===== src/rtl/dds_sweep_ctrl.sv =====
// Linear frequency-sweep controller for a DDS core: steps a tuning word from
// start_w toward stop_w, holding each word dwell+1 cycles, with loop and abort.
module dds_sweep_ctrl #(
  parameter int tune = 16,
  parameter int dw   = 16
) (
  input  logic            clk,
  input  logic            rst_n,
  input  logic            start,
  input  logic            abort,
  input  logic [tune-1:0] start_w,
  input  logic [tune-1:0] stop_w,
  input  logic [tune-1:0] step_w,
  input  logic [dw-1:0]   dwell,
  input  logic [2:0]      wave_sel,
  input  logic            loop,
  output logic [tune-1:0] tuningW,
  output logic [2:0]      sel,
  output logic            busy,
  output logic            done,
  output logic            upd
);

  typedef enum logic {IDLE, RUN} state_e;

  state_e          state_q, state_d;
  logic [tune-1:0] tw_q, tw_d;
  logic [tune-1:0] start_q, start_d;
  logic [tune-1:0] stop_q, stop_d;
  logic [tune-1:0] step_q, step_d;
  logic [dw-1:0]   dwell_q, dwell_d;
  logic [dw-1:0]   cnt_q, cnt_d;
  logic [2:0]      sel_q, sel_d;
  logic            loop_q, loop_d;
  logic            busy_q, busy_d;
  logic            done_q, done_d;
  logic            upd_q, upd_d;
  logic [tune-1:0] next_w;

  // Saturating step: compare remaining distance with the step so the sum
  // never has to be formed past the tune-bit range.
  always_comb begin
    if (start_q <= stop_q)
      next_w = ((stop_q - tw_q) < step_q) ? stop_q : tw_q + step_q;
    else
      next_w = ((tw_q - stop_q) < step_q) ? stop_q : tw_q - step_q;
  end

  always_comb begin
    // NOTE: every _d gets a default first so no path leaves it unassigned,
    // which would otherwise infer a latch.
    state_d = state_q;
    tw_d    = tw_q;
    start_d = start_q;
    stop_d  = stop_q;
    step_d  = step_q;
    dwell_d = dwell_q;
    cnt_d   = cnt_q;
    sel_d   = sel_q;
    loop_d  = loop_q;
    done_d  = 1'b0;
    upd_d   = 1'b0;

    case (state_q)
      IDLE: begin
        if (start) begin
          state_d = RUN;
          start_d = start_w;
          stop_d  = stop_w;
          step_d  = step_w;
          dwell_d = dwell;
          loop_d  = loop;
          tw_d    = start_w;
          sel_d   = wave_sel;
          cnt_d   = '0;
          upd_d   = 1'b1;
        end
      end
      RUN: begin
        if (abort) begin
          state_d = IDLE;
          tw_d    = '0;
          cnt_d   = '0;
        end else if (cnt_q != dwell_q) begin
          cnt_d = cnt_q + dw'(1);
        end else if (tw_q == stop_q || step_q == '0) begin
          cnt_d = '0;
          if (loop_q) begin
            tw_d  = start_q;
            upd_d = 1'b1;
          end else begin
            state_d = IDLE;
            done_d  = 1'b1;
          end
        end else begin
          tw_d  = next_w;
          cnt_d = '0;
          upd_d = 1'b1;
        end
      end
      default: state_d = IDLE;
    endcase

    busy_d = (state_d == RUN);
  end

  // NOTE: sequential state uses non-blocking assignments only, so every flop
  // samples the pre-edge values regardless of statement order.
  always_ff @(posedge clk) begin
    if (!rst_n) begin
      // NOTE: the latched sweep parameters are cleared too; they are only
      // read in RUN, but a defined value keeps simulation free of X.
      state_q <= IDLE;
      tw_q    <= '0;
      start_q <= '0;
      stop_q  <= '0;
      step_q  <= '0;
      dwell_q <= '0;
      cnt_q   <= '0;
      sel_q   <= '0;
      loop_q  <= 1'b0;
      busy_q  <= 1'b0;
      done_q  <= 1'b0;
      upd_q   <= 1'b0;
    end else begin
      state_q <= state_d;
      tw_q    <= tw_d;
      start_q <= start_d;
      stop_q  <= stop_d;
      step_q  <= step_d;
      dwell_q <= dwell_d;
      cnt_q   <= cnt_d;
      sel_q   <= sel_d;
      loop_q  <= loop_d;
      busy_q  <= busy_d;
      done_q  <= done_d;
      upd_q   <= upd_d;
    end
  end

  assign tuningW = tw_q;
  assign sel     = sel_q;
  assign busy    = busy_q;
  assign done    = done_q;
  assign upd     = upd_q;

endmodule


===== config.mk =====
export PLATFORM = sky130hd
export DESIGN_NAME = dds_sweep_ctrl
export DESIGN_NICKNAME = d
export VERILOG_FILES = /design/src/rtl/dds_sweep_ctrl.sv
export SDC_FILE = /design/constraint.sdc
export NUM_CORES = 1
export LEC_CHECK = 0
export ABC_AREA = 0
export CORE_AREA = 3 3 145 161
export CTS_CLUSTER_DIAMETER = 30
export DETAILED_ROUTE_END_ITERATION = 10
export DIE_AREA = 0 0 148 164
export PLACE_DENSITY = 0.68
export RECOVER_POWER = 25
export SYNTH_ARGS = -nofsm -noshare
export SYNTH_HDL_FRONTEND = slang
export SYNTH_SLANG_ARGS = --single-unit

===== constraint.sdc =====
create_clock -name clk -period 5.64 [get_ports clk]
set_clock_uncertainty 0.1 [all_clocks]
set_input_delay 0.846 -clock clk [delete_from_list [all_inputs] [get_ports clk]]
set_output_delay 0.846 -clock clk [all_outputs]
set_load 0.01 [all_outputs]

* After elaboration in Yosys (flattened, before gate mapping) *
Cells that the tools add are included.
W data, S select, Z words.

storage, ports and cells
  word-level logic and storage cells = 55
  register bits after elaboration = 103
  output and inout bits = 22
  bits of input ports = 72

operators by class
  $add $sub $neg = 5
  bitwise logic cells = 3
  reductions and logical operators = 5
  eq/ne operators = 5
  order comparisons = 3
  muxes and demuxes = 23

operator list
  cell                     count
  $mux W16                 11
  $pmux W16 S2             2
  $sub A16 B16 Y16         3
  $lt A16 B16 Y1           2
  $add A16 B1 Y16 const B  1
  $add A16 B16 Y16         1
  $eq A16 B16 Y1           1
  $le A16 B16 Y1           1
  $logic_not A16 Y1        1
  $ne A16 B16 Y1           1
  $mux W1                  8
  $reduce_or A5 Y1         1
  $ne A4 B4 Y1 const B     1
  $pmux W1 S2              2
  $ne A3 B3 Y1 const B     1
  $not A1 Y1               3
  $reduce_and A3 Y1        1
  $ne A2 B2 Y1 const B     1
  $reduce_and A2 Y1        1
  $logic_or A1 B1 Y1       1

* Logic depth before layout (Yosys ltp) *
Gate-level depths: netlist of run 1.

  word-level depth = 8
  gate-level depth with buffers = 22
  gate-level depth less buffers = 21

* Worst setup path after synthesis of run 1 *
OpenSTA, ideal clock, no wires.

  path type = register to register
  from = reg tw_q[1] (netlist: tuningW[1])
  to = reg tw_q[3] (netlist: tuningW[3])
  setup slack = 954 ps
  arrival = 4,461 ps
  data required time = 5,415 ps
  period minus slack after synthesis = 4,686 ps
  cell stages (with the launch flop) = 20
  cell sequence = dfxtp_1 > inv_1 > ha_1 > nor2b_1 > o21ai_0 > a21boi_0 > o21ai_0 > a21oi_1 > a221o_1 > o41ai_1 > xor2_1 > ha_1 > nand4_1 > or4b_1 > o211a_1 > buf_2 > or2_1 > a21oi_1 > a2111oi_0 > o41a_1

between the ends
  longest elaborated chain between the ends = 8
  elaborated cells between the ends (all ways) = 17
  those cells by class = add/sub (4); order compare (2); eq/ne (2); mux (7); reduce/logical (2)

RTL lines
  what                                        line    source
  start: declaration                          27      logic [tune-1:0] tw_q, tw_d;
  start signal: assignment                    127     tw_q <= tw_d;
  $sub A16 B16 Y16, on equally long branches  46, 44
  $lt A16 B16 Y1, on equally long branches    46, 44
  $mux W16, on equally long branches          46, 44
  $mux W16                                    43      if (start_q <= stop_q)
  $mux W16                                    86      end else if (tw_q == stop_q || step_q == '0) begin
  $mux W16                                    84      end else if (cnt_q != dwell_q) begin
  $mux W16                                    80      if (abort) begin
  $pmux W16 S2                                64      case (state_q)

Parallel ways exist; a longest one is shown, timed or not. The select of a mux whose other input is x is not followed.
A chain may end at the register's enable or synchronous reset.

* Worst setup path after layout of run 1 *
  from = reg stop_q[0]
  to = reg tw_q[3] (netlist: tuningW[3])

between the ends
  longest elaborated chain between the ends = 8
  elaborated cells between the ends (all ways) = 16
  those cells by class = add/sub (2); order compare (3); eq/ne (2); mux (7); reduce/logical (2)

RTL lines
  what                                        line    source
  start: declaration                          29      logic [tune-1:0] stop_q, stop_d;
  start signal: assignment                    129     stop_q <= stop_d;
  $sub A16 B16 Y16, on equally long branches  46, 44
  $lt A16 B16 Y1, on equally long branches    46, 44
  $mux W16, on equally long branches          46, 44
  $mux W16                                    43
  $mux W16                                    86
  $mux W16                                    84
  $mux W16                                    80
  $pmux W16 S2                                64

Parallel ways exist; a longest one is shown, timed or not. The select of a mux whose other input is x is not followed.

==> flow_metrics.py, run 1 <==
metrics = {
    "route": {
        "wl_mm": 26.3,
        "route.detailed.wl_per_inst_um": 17.9,
        "first_pass_iters": 5,
        "dr.first_iter.drc_count": 528,
        "vias_per_cell": 5.50,
        "drc": 0,
        "via_count": 8079,
        "ant_nets": 0,
    },
    "cells_and_area": {
        "fill_cells": 2243,
        "multi_input_area_um2": 6130,
        "final_cells": 1470,
        "antenna_cells": 0,
        "syn_to_final_growth_pct": 16.7,
        "utilization_pct": 46.2,
        "layout.area.seq_um2": 2060,
        "drive_gt1_share_pct": 4.34,
        "nets": 1353,
        "fin_area_um2": 10100,
    },
    "placement": {
        "numPortBuffers": 93,
        "dpl_cell_area_um2": 9830,
        "hpwl_mm": 21.2,
        "routabilityCongestion": 0.950,
        "dp.cells": 1454,
        "pre_cts_ws_ns": 0.517,
    },
    "synth": {
        "seq_area_frac_synth_pct": 23.7,
        "yosysWarningCount": 0,
        "ys_types": 81,
        "ys_ff_latch": 103,
        "synth_nets": 1295,
        "synth_edf_count": 0,
        "syn_area_per_cell_um2": 7.82,
        "synth-async-reset-ratio_pct": 0,
        "synth-main-ff-cell": "dfxtp_1",
        "synth_cells": 1112,
        "synth.cell_area_um2": 8690,
    },
    "global_routing": {
        "gr-total-overflow": 0,
        "grt_first_pass_wirelength_mm": 41.3,
        "grt_pass1_vias": 7714,
        "antenna_found_initial": 0,
        "grt_max_degree": 53,
        "grt_usage_pct": 21.3,
    },
    "floorplanning": {
        "ioPinCount": 94,
        "core_area_um2": 22000,
        "dieHeight_um": 164,
        "dieWidth_um": 148,
        "die-area_um2": 24300,
        "row_count": 57,
        "initial_core_util_pct": 39.6,
    },
    "power": {
        "leakage_nw": 4.12,
        "p_per_area_nw_per_um2": 308,
        "peakVddDrop_mv": 0.163,
    },
    "timing": {
        "fin_crit_ns": 5.30,
        "tns_ns": 0,
        "final-setup-viol-count": 0,
        "slew_violations": 0,
        "max_freq_ghz": 0.189,
        "tightest_slew_ns": 1.37,
        "finalHoldViolCount": 0,
        "relSlewSlack_pct": 8.61,
        "fin_crit_sh_pct": 94.0,
        "setup_ws_ns": 0.341,
        "rsz0062_at_grt": "no",
    },
    "min_path": {
        "hp-class": "reg -> reg",
    },
    "clock_network": {
        "htreeDepth": 3,
        "clock_sinks": 103,
        "cts_hold_buf": 0,
        "postCtsSetupBuffers": 0,
        "clk-insertion-delay-late_ns": 0.36,
        "numCtsBuffers": 9,
        "root_buffer": "clkbuf_16",
        "clock_path_buffers": 2,
        "tritoncts": "yes",
        "cts.repair.resized": 0,
        "clk_pin_slew_ns": 0.07,
    },
    "setup_path": {
        "critPathCaptureType": "register",
        "critPathMaxFanout": 10,
        "critPathLaunchType": "register",
        "crit_type": "reg -> reg",
        "crit_arrival_ns": 5.50,
        "cp_data_required_time_ns": 5.84,
    },
    "status": {
        "status": "finished, final reports clean",
    },
    "run": {
        "cap_violations": 0,
    },
}
==> flip-flops by register name (all words and copies together), names as in the netlist <==
signal and count:
stop_q 16, cnt_q 16, loop_q 1, busy 1, done 1, upd 1, start_q 16, tuningW 16
sel 3, dwell_q 16, step_q 16
==> routing by layer <==
layer  vias to the layer above  wire length, um  global-route usage (%)
met5                         -                0                       0
met4                         0             1180                    9.79
met1                      3740            11600                    27.8
met2                       284            12000                    34.8
li1                       4003                -                       -
met3                        52             1560                    3.48
==> worst max-delay path, stage by stage (launching register included) <==
cell and delay [ns]:
dfxtp_1 0.45, ha_1 0.22, inv_1 0.06, fa_1 0.40, a21o_1 0.18, a21oi_1 0.24
o21bai_1 0.13, a21oi_1 0.32, o221ai_1 0.17, a21oi_1 0.28, o21ai_0 0.14, xor2_1 0.16
ha_1 0.30, nand4_1 0.13, o21ai_0 0.56, or2_1 0.54, mux2i_4 0.22, a2111oi_0 0.45
o41a_1 0.17
==> stage by stage <==
step | power (W) | hold WS [ns]
after floorplan | 0.00201 | 0.344
after global placement | 0.00246 | 0.352
after detailed placement | 0.00246 | 0.359
after CTS | 0.00312 | 0.369
after global routing | 0.00334 | 0.397
final | 0.00313 | 0.363
==> cells by family (layout without fill, tap and decap cells) <==
kind of cell | after synthesis | in the layout | synth area share, %
flip-flops | 103 | 103 | 23.7
XOR/XNOR | 74 | 74 | 7.46
buffers and inverters | 127 | 190 | 5.87
AO/OA/AOI/OAI | 312 | 312 | 25.1
adder cells (fa/ha/maj) | 111 | 111 | 16.3
multiplexers | 15 | 15 | 1.90
AND/OR/NAND/NOR | 370 | 370 | 19.6
==> path summary, 6_finish.rpt <==
kind / endpoint / slack [ns] / cells past startpoint / from
hold reg to reg: sel[2]$_SDFFE_PN0P_ / 0.36 / 2 / sel[2]$_SDFFE_PN0P_
setup reg to reg: tuningW[3]$_SDFFE_PN0P_ / 0.34 / 18 / stop_q[0]$_SDFFE_PN0P_
setup / recovery: tuningW[3]$_SDFFE_PN0P_ / 0.34 / 18 / stop_q[0]$_SDFFE_PN0P_
hold / removal: sel[2]$_SDFFE_PN0P_ / 0.36 / 2 / sel[2]$_SDFFE_PN0P_
==> report_power, final <==
| group | total, W | switching (W) | internal, W |
|---|---|---|---|
| combinational | 0.00162 | 0.000935 | 0.000684 |
| clock | 0.000662 | 0.000307 | 0.000355 |
| sequential | 0.000845 | 0.0000709 | 0.000774 |
==> cells in the mapped netlist (4+ instances only) <==
cell type,number,area (um2)
fa_1,4,80.1
ha_1,107,1340
a221oi_1,5,43.8
nor2b_1,16,100
o21a_1,8,60.1
nor3_1,17,85.1
o21bai_1,8,60.1
a211o_1,6,52.6
mux2i_1,12,120
nand2_1,187,702
nor4_1,9,56.3
o41ai_1,4,35.0
a21o_1,20,150
xnor2_1,51,447
or3_1,4,25.0
a211oi_1,8,60.1
nand4_1,16,100
clkbuf_1,41,154
o221ai_1,4,35.0
a21oi_1,64,320
and4_1,4,35.0
a31oi_1,11,68.8
inv_1,71,267
o21ai_0,50,250
and3_1,9,56.3
nand3_1,18,90.1
buf_2,10,50.1
nand2b_1,10,62.6
xor2_1,23,201
a21boi_0,71,533
o211ai_1,11,82.6
nor2_1,64,240
dfxtp_1,103,2060
==> placed cells by master, fill, tap and decap left out, drive strengths merged, types with 18 or more instances in the layout <==
master | Yosys | routed
a21o | 20 | 20
dfxtp | 103 | 103
nand2 | 187 | 187
nand3 | 18 | 18
a21boi | 72 | 72
nor2 | 64 | 64
inv | 71 | 74
ha | 107 | 107
a21oi | 64 | 64
dlygate4sd3 | 0 | 21
clkdlybuf4s50 | 0 | 71
xnor2 | 51 | 51
xor2 | 23 | 23
o21ai | 52 | 52
==> cell type report <==
type                       instances  area share, %
clock inverter                     7          0.876
inverter                          71           2.63
clock buffer                       9           2.22
multi-input combinational        882           60.4
timing repair buffer             103           9.87
sequential                       103           20.3
tap                              295           3.64
Power figures use the tool's default switching activity.
==> run 2, diff against run 1 <==
--- a/config.mk
+++ b/config.mk
@@ -10,6 +10,7 @@
 export CTS_CLUSTER_DIAMETER = 30
 export DETAILED_ROUTE_END_ITERATION = 10
 export DIE_AREA = 0 0 148 164
+export GPL_TIMING_DRIVEN = 0
 export PLACE_DENSITY = 0.68
 export RECOVER_POWER = 25
 export SYNTH_ARGS = -nofsm -noshare
==> run 2 against run 1 <==
  * Setup slack improved by 0.070 ns
  * Largest cell class unchanged
  * Sequential power increased by 0.6%
  * Clock power is 7.4% lower
  * Sequential cell count did not move
  * Hold slack improved by 0.00074 ns
  * Fmax increased by 1.3%
  * Critical path depth increased by 2
  * Combinational power about the same
  * Highest routed layer unchanged
  * Non-clock buffer count is 46 higher
==> flow_metrics.py, run 2 (synthesis gave the netlist of run 1 again) <==
metrics = {
    "clock_network": {
        "htreeDepth": 3,
        "root_buffer": "clkbuf_16",
        "clock_path_buffers": 2,
        "clock_sinks": 103,
        "clk-insertion-delay-late_ns": 0.36,
        "postCtsSetupBuffers": 0,
        "clk_pin_slew_ns": 0.08,
        "tritoncts": "yes",
        "numCtsBuffers": 9,
    },
    "setup_path": {
        "crit_cells": 20,
        "cp_top_family": "compound AO/OA/AOI/OAI gates",
        "rr_worst_depth": 20,
        "critPathCaptureType": "register",
        "cp_cell_sequence": "ha_1 > inv_1 > fa_1 > a21o_1 > a21oi_1 > o21bai_1 > a21oi_2 > o221ai_1 > a21oi_1 > o21ai_0 > xor2_1 > ha_1 > nand4_1 > or4b_1 > o211ai_1 > buf_2 > mux2i_1 > a221oi_1 > o21a_1 > a21oi_1",
        "critPathLaunchType": "register",
        "cpMostUsedCell": "a21oi_1",
        "crit_arrival_ns": 5.36,
        "critPathBufInv": 2,
        "cp_data_required_time_ns": 5.77,
        "cp_slowest_cell": "or4b_1",
        "max_stage_delay_ns": 0.57,
        "crit_type": "reg -> reg",
        "critPathMaxFanout": 10,
    },
    "floorplanning": {
        "ioPinCount": 94,
        "core_area_um2": 22000,
        "row_count": 57,
        "die-area_um2": 24300,
        "dieHeight_um": 164,
        "dieWidth_um": 148,
        "initial_core_util_pct": 39.6,
    },
    "power": {
        "p_comb_share_pct": 53.0,
        "power_switching_w": 0.00134,
        "p_per_area_nw_per_um2": 302,
        "p_int_w": 0.00178,
        "peakVddDrop_mv": 0.172,
        "p_clk_share_pct": 19.7,
        "leakage_nw": 4.16,
        "seq_power_share_pct": 27.3,
        "p_sw_share_pct": 42.9,
    },
    "min_path": {
        "hp-class": "reg -> reg",
        "whs_path_depth": 2,
    },
    "timing": {
        "tightest_slew_ns": 0.830,
        "finalHoldViolCount": 0,
        "relSlewSlack_pct": 44.2,
        "fin_crit_ns": 5.23,
        "final-setup-viol-count": 0,
        "whs_ns": 0.364,
        "tns_ns": 0,
        "fin_crit_sh_pct": 92.7,
        "max_freq_ghz": 0.191,
        "rsz0062_at_grt": "no",
        "slew_violations": 0,
    },
    "route": {
        "route.detailed.wl_per_inst_um": 17.6,
        "drc": 0,
        "vias_per_cell": 5.43,
        "ant_nets": 0,
        "dr.first_iter.drc_count": 619,
        "via_count": 8226,
        "wl_mm": 26.7,
        "first_pass_iters": 6,
    },
    "cells_and_area": {
        "drive_gt1_share_pct": 4.75,
        "layout_common_cells": "nand2_1, ha_1, dfxtp_1",
        "fin_area_um2": 10300,
        "syn_to_final_growth_pct": 18.4,
        "antenna_cells": 0,
        "final_common_cell": "nand2_1",
        "nets": 1399,
    },
    "global_routing": {
        "gr-total-overflow": 0,
        "grt_max_degree": 19,
        "grt_usage_pct": 22.4,
        "antenna_found_initial": 0,
        "grt_pass1_vias": 8049,
        "grt_first_pass_wirelength_mm": 43.1,
    },
    "placement": {
        "numPortBuffers": 93,
        "routabilityCongestion": 0.959,
        "dpl_cell_area_um2": 9990,
        "hpwl_mm": 22.2,
    },
    "run": {
        "cap_violations": 0,
    },
    "status": {
        "status": "finished, final reports clean",
    },
}
[run 2: changes by cell type in the layout (fill, tap and decap cells not counted), sizes merged]
| cell | previous run | this run |
|---|---|---|
| bufinv | 1 | 0 |
| clkdlybuf4s50 | 71 | 72 |
| clkinvlp | 0 | 1 |
| buf | 11 | 13 |
| clkbuf | 9 | 52 |
[run 2: path summary, 6_finish.rpt]
kind                            from                       to  slack (ns)
max          tuningW[0]$_SDFFE_PN0P_  tuningW[8]$_SDFFE_PN0P_        0.41
min              sel[0]$_SDFFE_PN0P_      sel[0]$_SDFFE_PN0P_        0.36
max reg2reg  tuningW[0]$_SDFFE_PN0P_  tuningW[8]$_SDFFE_PN0P_        0.41
min reg2reg      sel[0]$_SDFFE_PN0P_      sel[0]$_SDFFE_PN0P_        0.36
[run 2: worst register-to-register path, delay by kind of cell, from the launching register on]
family                     cells  cell delay (ns)
muxes                          1             0.12
DFF                            1             0.48
adders and majority gates      3             0.94
and+or+nand+nor                2             0.72
buffers and inverters          2             0.40
AOI/OAI and AO/OA             11             2.17
xor gates and xnor gates       1             0.16
[run 2: per-layer routing]
metal	track usage [%]	vias to the layer above	part of all wire, %
met5	0	-	0
met1	28.1	3819	43
met2	39.1	252	48
li1	-	4102	-
met4	8.65	0	3.8
met3	2.95	53	5.2
[run 2: area by class of cell]
| class | count | area (um2) |
|---|---|---|
| Fill cell | 2291 | 11700 |
| Multi-Input combinational cell | 882 | 6140 |
| Sequential cell | 103 | 2070 |
| Timing Repair Buffer | 93 | 931 |
| Tap cell | 295 | 369 |
| Inverter | 71 | 267 |
| Buffer | 56 | 244 |
| Clock buffer | 9 | 225 |
| Clock inverter | 7 | 55.1 |
[run 2: per-stage QoR]
step	worst slack, ns	instances	utilization, %	total power [W]
CTS	0.0586	1516	46.8	0.00311
finish	0.412	1516	46.9	0.00311
floorplan	0.954	1112	-	0.00201
global placement	0.147	1500	45.5	0.00247
detailed placement	0.108	1500	45.5	0.00249
global route	0.0879	1516	46.9	0.00334
[run 2: power by group through the flow]
stage / clock [W] / sequential (W) / combinational, W
3_5_place_dp: 0 / 0.000866 / 0.00162
5_1_grt: 0.000655 / 0.000857 / 0.00183
4_1_cts: 0.000627 / 0.000849 / 0.00163
6_report: 0.000613 / 0.000850 / 0.00165
2_1_floorplan: 0 / 0.000843 / 0.00117
3_3_place_gp: 0 / 0.000867 / 0.00160
[run 2: what timing repair did]
item,4_1_cts,5_1_grt
setup endpoints to repair,0,9
hold buffers,0,0
resized for setup,0,7
endpoints found under the hold margin,0,0
